`src/rtl/sw_debounce_if.sv`:
```
// sw_debounce_if: switch levels in, debounced levels and change pulses out.
interface sw_debounce_if #(parameter int WIDTH = 8);
  logic [WIDTH-1:0] sw_raw_in;
  logic [WIDTH-1:0] sw_out;
  logic [WIDTH-1:0] sw_changed_out;
  logic             any_changed_out;
  modport master (output sw_raw_in, input sw_out, sw_changed_out, any_changed_out);
  modport slave  (input sw_raw_in, output sw_out, sw_changed_out, any_changed_out);
endinterface

```
`src/rtl/sw_debounce.sv`:
```
// sw_debounce: per-bit synchroniser, stability counter and one-cycle change pulse.
module sw_debounce #(
  parameter int WIDTH         = 8,
  parameter int SYNC_STAGES   = 2,
  parameter int STABLE_CYCLES = 16
) (
  input  logic         clk_in,
  input  logic         rst_in,
  sw_debounce_if.slave bus
);
  localparam int CW = $clog2(STABLE_CYCLES);
  localparam logic [CW-1:0] CNT_MAX = CW'(STABLE_CYCLES - 1);
  logic [WIDTH-1:0] sync_q [SYNC_STAGES];
  logic [CW-1:0]    cnt_q  [WIDTH];
  logic [CW-1:0]    cnt_d  [WIDTH];
  logic [WIDTH-1:0] sw_q, sw_d, chg_q, chg_d;
  logic             any_q;
  always_comb begin
    chg_d = '0;
    cnt_d = '{default: '0};
    for (int i = 0; i < WIDTH; i++) begin
      chg_d[i] = (sync_q[SYNC_STAGES-1][i] != sw_q[i]) && (cnt_q[i] == CNT_MAX);
      cnt_d[i] = (sync_q[SYNC_STAGES-1][i] == sw_q[i] || chg_d[i]) ? '0 : cnt_q[i] + CW'(1);
    end
  end
  assign sw_d = sw_q ^ chg_d;
  always_ff @(posedge clk_in)
    if (rst_in) begin
      sync_q <= '{default: '0};
      cnt_q  <= '{default: '0};
      sw_q   <= '0;
      chg_q  <= '0;
      any_q  <= 1'b0;
    end else begin
      sync_q[0] <= bus.sw_raw_in;
      for (int k = 1; k < SYNC_STAGES; k++) sync_q[k] <= sync_q[k-1];
      cnt_q <= cnt_d;
      sw_q  <= sw_d;
      chg_q <= chg_d;
      any_q <= |chg_d;
    end
  assign bus.sw_out          = sw_q;
  assign bus.sw_changed_out  = chg_q;
  assign bus.any_changed_out = any_q;
endmodule

```
`src/flat_wrapper.sv`:
```
// flat-port wrapper written by rule: the top's interface ports become plain ports
module sw_debounce_flat 
#(
  parameter int WIDTH         = 8,
  parameter int SYNC_STAGES   = 2,
  parameter int STABLE_CYCLES = 16
)
  (clk_in, rst_in, bus_sw_raw_in, bus_sw_out, bus_sw_changed_out, bus_any_changed_out);
  sw_debounce_if #(.WIDTH(WIDTH)) bus_i ();
  input  logic clk_in;
  input  logic rst_in;
  input wire logic [$bits(bus_i.sw_raw_in)-1:0] bus_sw_raw_in;
  output wire logic [$bits(bus_i.sw_out)-1:0] bus_sw_out;
  output wire logic [$bits(bus_i.sw_changed_out)-1:0] bus_sw_changed_out;
  output wire logic [$bits(bus_i.any_changed_out)-1:0] bus_any_changed_out;
  assign bus_i.sw_raw_in = bus_sw_raw_in;
  assign bus_sw_out = bus_i.sw_out;
  assign bus_sw_changed_out = bus_i.sw_changed_out;
  assign bus_any_changed_out = bus_i.any_changed_out;
  sw_debounce #(.WIDTH(WIDTH), .SYNC_STAGES(SYNC_STAGES), .STABLE_CYCLES(STABLE_CYCLES)) u_core (.clk_in(clk_in), .rst_in(rst_in), .bus(bus_i));
endmodule
```
`config.mk`:
```
export PLATFORM = sky130hd
export DESIGN_NAME = sw_debounce_flat
export DESIGN_NICKNAME = d
export VERILOG_FILES = /design/src/rtl/sw_debounce_if.sv /design/src/rtl/sw_debounce.sv /design/src/flat_wrapper.sv
export SDC_FILE = /design/constraint.sdc
export NUM_CORES = 1
export LEC_CHECK = 0
export BUFFER_PORTS_ARGS = -buffer_cell sky130_fd_sc_hd__buf_4
export CORE_MARGIN = 8
export CORE_UTILIZATION = 56
export CTS_BUF_LIST = sky130_fd_sc_hd__clkbuf_16
export DETAILED_ROUTE_END_ITERATION = 10
export PLACE_DENSITY = 0.74
export SETUP_SLACK_MARGIN = 0.3
export SYNTH_ARGS = -nofsm -noshare
export SYNTH_HDL_FRONTEND = slang
export SYNTH_SLANG_ARGS = --single-unit
export TNS_END_PERCENT = 100
```
`constraint.sdc`:
```
create_clock -name clk_in -period 1.4 [get_ports clk_in]
set_input_delay 0.28 -clock clk_in [delete_from_list [all_inputs] [get_ports clk_in]]
set_output_delay 0.28 -clock clk_in [all_outputs]
set_load 0.02 [all_outputs]
```
==> reports/metrics.csv <==
stage;metric;value;unit
status;status;completed;
clock_tree;root buf cell;clkbuf_16;
grt;GR Overflow Total;0;
worst_setup_path;CP Capture Type;register;
worst_setup_path;worst r2r dst;u_core.bus.any_changed_out$_SDFF_PP0_;
yosys;Seq/Total Area, Yosys;0.565;
yosys;top cells by area, synth;dfxtp_1 56%, nor2_1 7.8%, xor2_1 6.1%, ha_1 4.3%, nor2b_1 4.3%;
worst_setup_path;required time worst endpoint;1.58;ns
power_and_ir_drop;pwr/cell area;1300;nW/um^2
routing;Post-route DRC;0;
power_and_ir_drop;Worst VDD drop;1.30;mV
worst_setup_path;worst reg2reg startpoint;u_core.cnt_q[25]$_SDFF_PP0_;
worst_setup_path;Setup CP Type;register to register;
clock_tree;worst-case clock buffer depth;2;
yosys;Synth cell types;16;
yosys;EDFF count, synth;0;
routing;vias per inst;5.06;
clock_tree;CTS HTree Levels;3;
sta;Pins Over Slew Limit;0;
clock_tree;clock sinks;65;
floorplan;Die ar.;6420;um^2
power_and_ir_drop;P_leak;1.24;nW
yosys;number of cells produced by synthesis;226;
worst_setup_path;slowest stage cell on the critical path;dfxtp_2;
hold_path;Hold WC Path Type;input pin to register;
yosys;Syn Area/Cell;10.2;um^2
yosys;Synth top cells by count;65 x dfxtp_1, 48 x nor2_1, 16 x nand3_1, 16 x nor2b_1, 16 x xor2_1;
yosys;Most used DFF post-synth;dfxtp_1;
clock_tree;worst skew pair latency;0.32;ns
clock_tree;Worst-path clk slew;0.05;ns
grt;gr usage total;0.138;
hold_path;Hold Path Stages;2;
sta;fin crit share;0.827;
sta;Final Hold Fails;0;
yosys;most frequent cell after synthesis;dfxtp_1;
power_and_ir_drop;Power Total;0.00422;W
sta;Slew Limit Headroom;0.745;
worst_setup_path;WP data arrival;1.34;ns
finish;share of layout cells above drive strength 1;0.379;
finish;area delta synth->final;41.3;%
worst_setup_path;R2R Setup Slk;0.24;ns
yosys;Seq cells post-synth;65;
yosys;Synth area leader;dfxtp_1;
yosys;fraction of registers with async set/reset;0;
floorplan;chip height;80.1;um
finish;Fill cells;225;
sta;setup TNS;0;ns
routing;First-pass DRT Iterations;4;
yosys;Mapped Nets;244;
sta;Slew @ Worst Pin;0.383;ns
sta;f_max;0.864;GHz
sta;unrepaired setup endpoints after global routing;true;
worst_setup_path;crit path max fanout;2;
clock_tree;CTS tree;done;
worst_setup_path;cell family with most CP delay;compound AO/OA/AOI/OAI gates;
place;post-DP HPWL;2580;um
floorplan;Site Rows;23;
worst_setup_path;CP cell instances;ha_4, and3_4, a22oi_2, a41oi_2;
yosys;mapped cell area;2300;um^2
routing;WL final;4480;um
finish;diode count;0;
sta;clock skew;0.00506;ns
grt;largest net degree at the start of global routing;42;
floorplan;Initial Util;0.580;
finish;post-route cell area;3250;um^2
worst_setup_path;CP bufs+invs;0;
finish;# nets final;291;
place;placed instance area;2610;um^2
floorplan;DIE WIDTH;80.1;um
yosys;warnings from Yosys;0;
floorplan;IO Count;27;
finish;Final Non-Filler Cells;327;
worst_setup_path;CP peak stage delay;0.33;ns
routing;post-DR wirelength/cell;13.7;um
clock_tree;clock buffer count from CTS;9;
routing;total number of vias;1654;
place;Placed Cells;298;
worst_setup_path;CP startpoint kind;register;
hold_path;hold path startpoint;bus_sw_raw_in[1];
place;Placer Congestion;0.734;
routing;DR iter-0 viols;71;
grt;antenna violations before repair;0;
flow_run;max cap viols;0;
sta;endpoints failing setup;0;
grt;vias in the first global route;1551;
routing;DRT antenna net count;0;
sta;min cycle time layout;1.16;ns
yosys;Yosys top cell area share;0.565;
grt;first-pass GRT wire length;6840;um
floorplan;core area;3970;um^2
hold_path;WHS Endpoint;u_core.sync_q[9]$_SDFF_PP0_;
place;port buffer count;26;
worst_setup_path;R2R depth;4;
==> worst max path at each step <==
| stage | cells past startpoint | from | slack (ns) | to |
|---|---|---|---|---|
| 2_1_floorplan | 4 | u_core.cnt_q[4]$_SDFF_PP0_ | 0.30 | u_core.bus.any_changed_out$_SDFF_PP0_ |
| 3_3_place_gp | 4 | u_core.cnt_q[24]$_SDFF_PP0_ | 0.15 | u_core.bus.any_changed_out$_SDFF_PP0_ |
| 3_5_place_dp | 4 | u_core.cnt_q[24]$_SDFF_PP0_ | 0.12 | u_core.bus.any_changed_out$_SDFF_PP0_ |
| 4_1_cts | 4 | u_core.cnt_q[25]$_SDFF_PP0_ | 0.25 | u_core.bus.any_changed_out$_SDFF_PP0_ |
| 5_1_grt | 4 | u_core.cnt_q[25]$_SDFF_PP0_ | 0.21 | u_core.bus.any_changed_out$_SDFF_PP0_ |
| 6_report | 4 | u_core.cnt_q[25]$_SDFF_PP0_ | 0.24 | u_core.bus.any_changed_out$_SDFF_PP0_ |
==> what timing repair did <==
item                                    CTS  global route
buffers inserted                         11             3
hold buffers                              0             0
resized for setup                        22            39
endpoints found under the setup margin   17            36
pin swaps                                12            11
==> cells by family after synthesis <==
logic type / share of synthesized area
AOI/OAI and AO/OA: 0.0201
xor gates and xnor gates: 0.0913
adders and majority gates: 0.0435
buffers and inverters: 0.0196
DFF: 0.565
muxes: 0.0348
and+or+nand+nor: 0.226
==> power breakdown <==
| group | internal [W] | switching, W |
|---|---|---|
| combinational | 0.0000493 | 0.0000461 |
| sequential | 0.00187 | 0.0000177 |
| clock | 0.00152 | 0.000712 |
| total | 0.00344 | 0.000776 |
==> routing by layer <==
metal  vias to the layer above  track usage  part of all wire
met3                         8       0.0491             0.046
li1                        828            -                 -
met4                         0       0.0927             0.020
met5                         -            0                 0
met2                        39        0.218              0.50
met1                       779        0.153              0.43
==> layout by cell type, fill, tap and decap left out <==
| master | n |
|---|---|
| a22oi_2 | 4 |
| a41oi_2 | 1 |
| and3_4 | 8 |
| buf_4 | 29 |
| buf_6 | 11 |
| bufinv_16 | 2 |
| clkbuf_16 | 9 |
| clkinv_1 | 1 |
| clkinv_2 | 1 |
| dfxtp_1 | 41 |
| dfxtp_2 | 18 |
| dfxtp_4 | 6 |
| ha_4 | 8 |
| inv_1 | 10 |
| mux2i_1 | 8 |
| nand2b_1 | 8 |
| nand3_1 | 11 |
| nand3_2 | 4 |
| nand3_4 | 1 |
| nand3b_1 | 8 |
| nor2_1 | 48 |
| nor2b_1 | 16 |
| xnor2_1 | 8 |
| xor2_1 | 13 |
| xor2_2 | 3 |
==> cell type report <==
type | instances | area [um^2] | share of cell area
flip-flops and latches | 65 | 1350 | 0.414
multi-input cells | 149 | 1170 | 0.360
repair buffers | 40 | 342 | 0.105
clock buffers | 9 | 225 | 0.0692
clock inverters | 6 | 76.3 | 0.0235
well taps | 50 | 62.6 | 0.0192
inverters | 8 | 30.0 | 0.00923
==> stage by stage <==
stage | utilization | hold slack (ns) | setup WS (ns)
floorplan | - | 0.408 | 0.304
global placement | 0.658 | 0.418 | 0.150
detailed placement | 0.658 | 0.420 | 0.124
CTS | 0.769 | 0.167 | 0.255
global route | 0.819 | 0.170 | 0.212
finish | 0.819 | 0.172 | 0.242
Note: power is estimated with default switching activity, not from simulation.
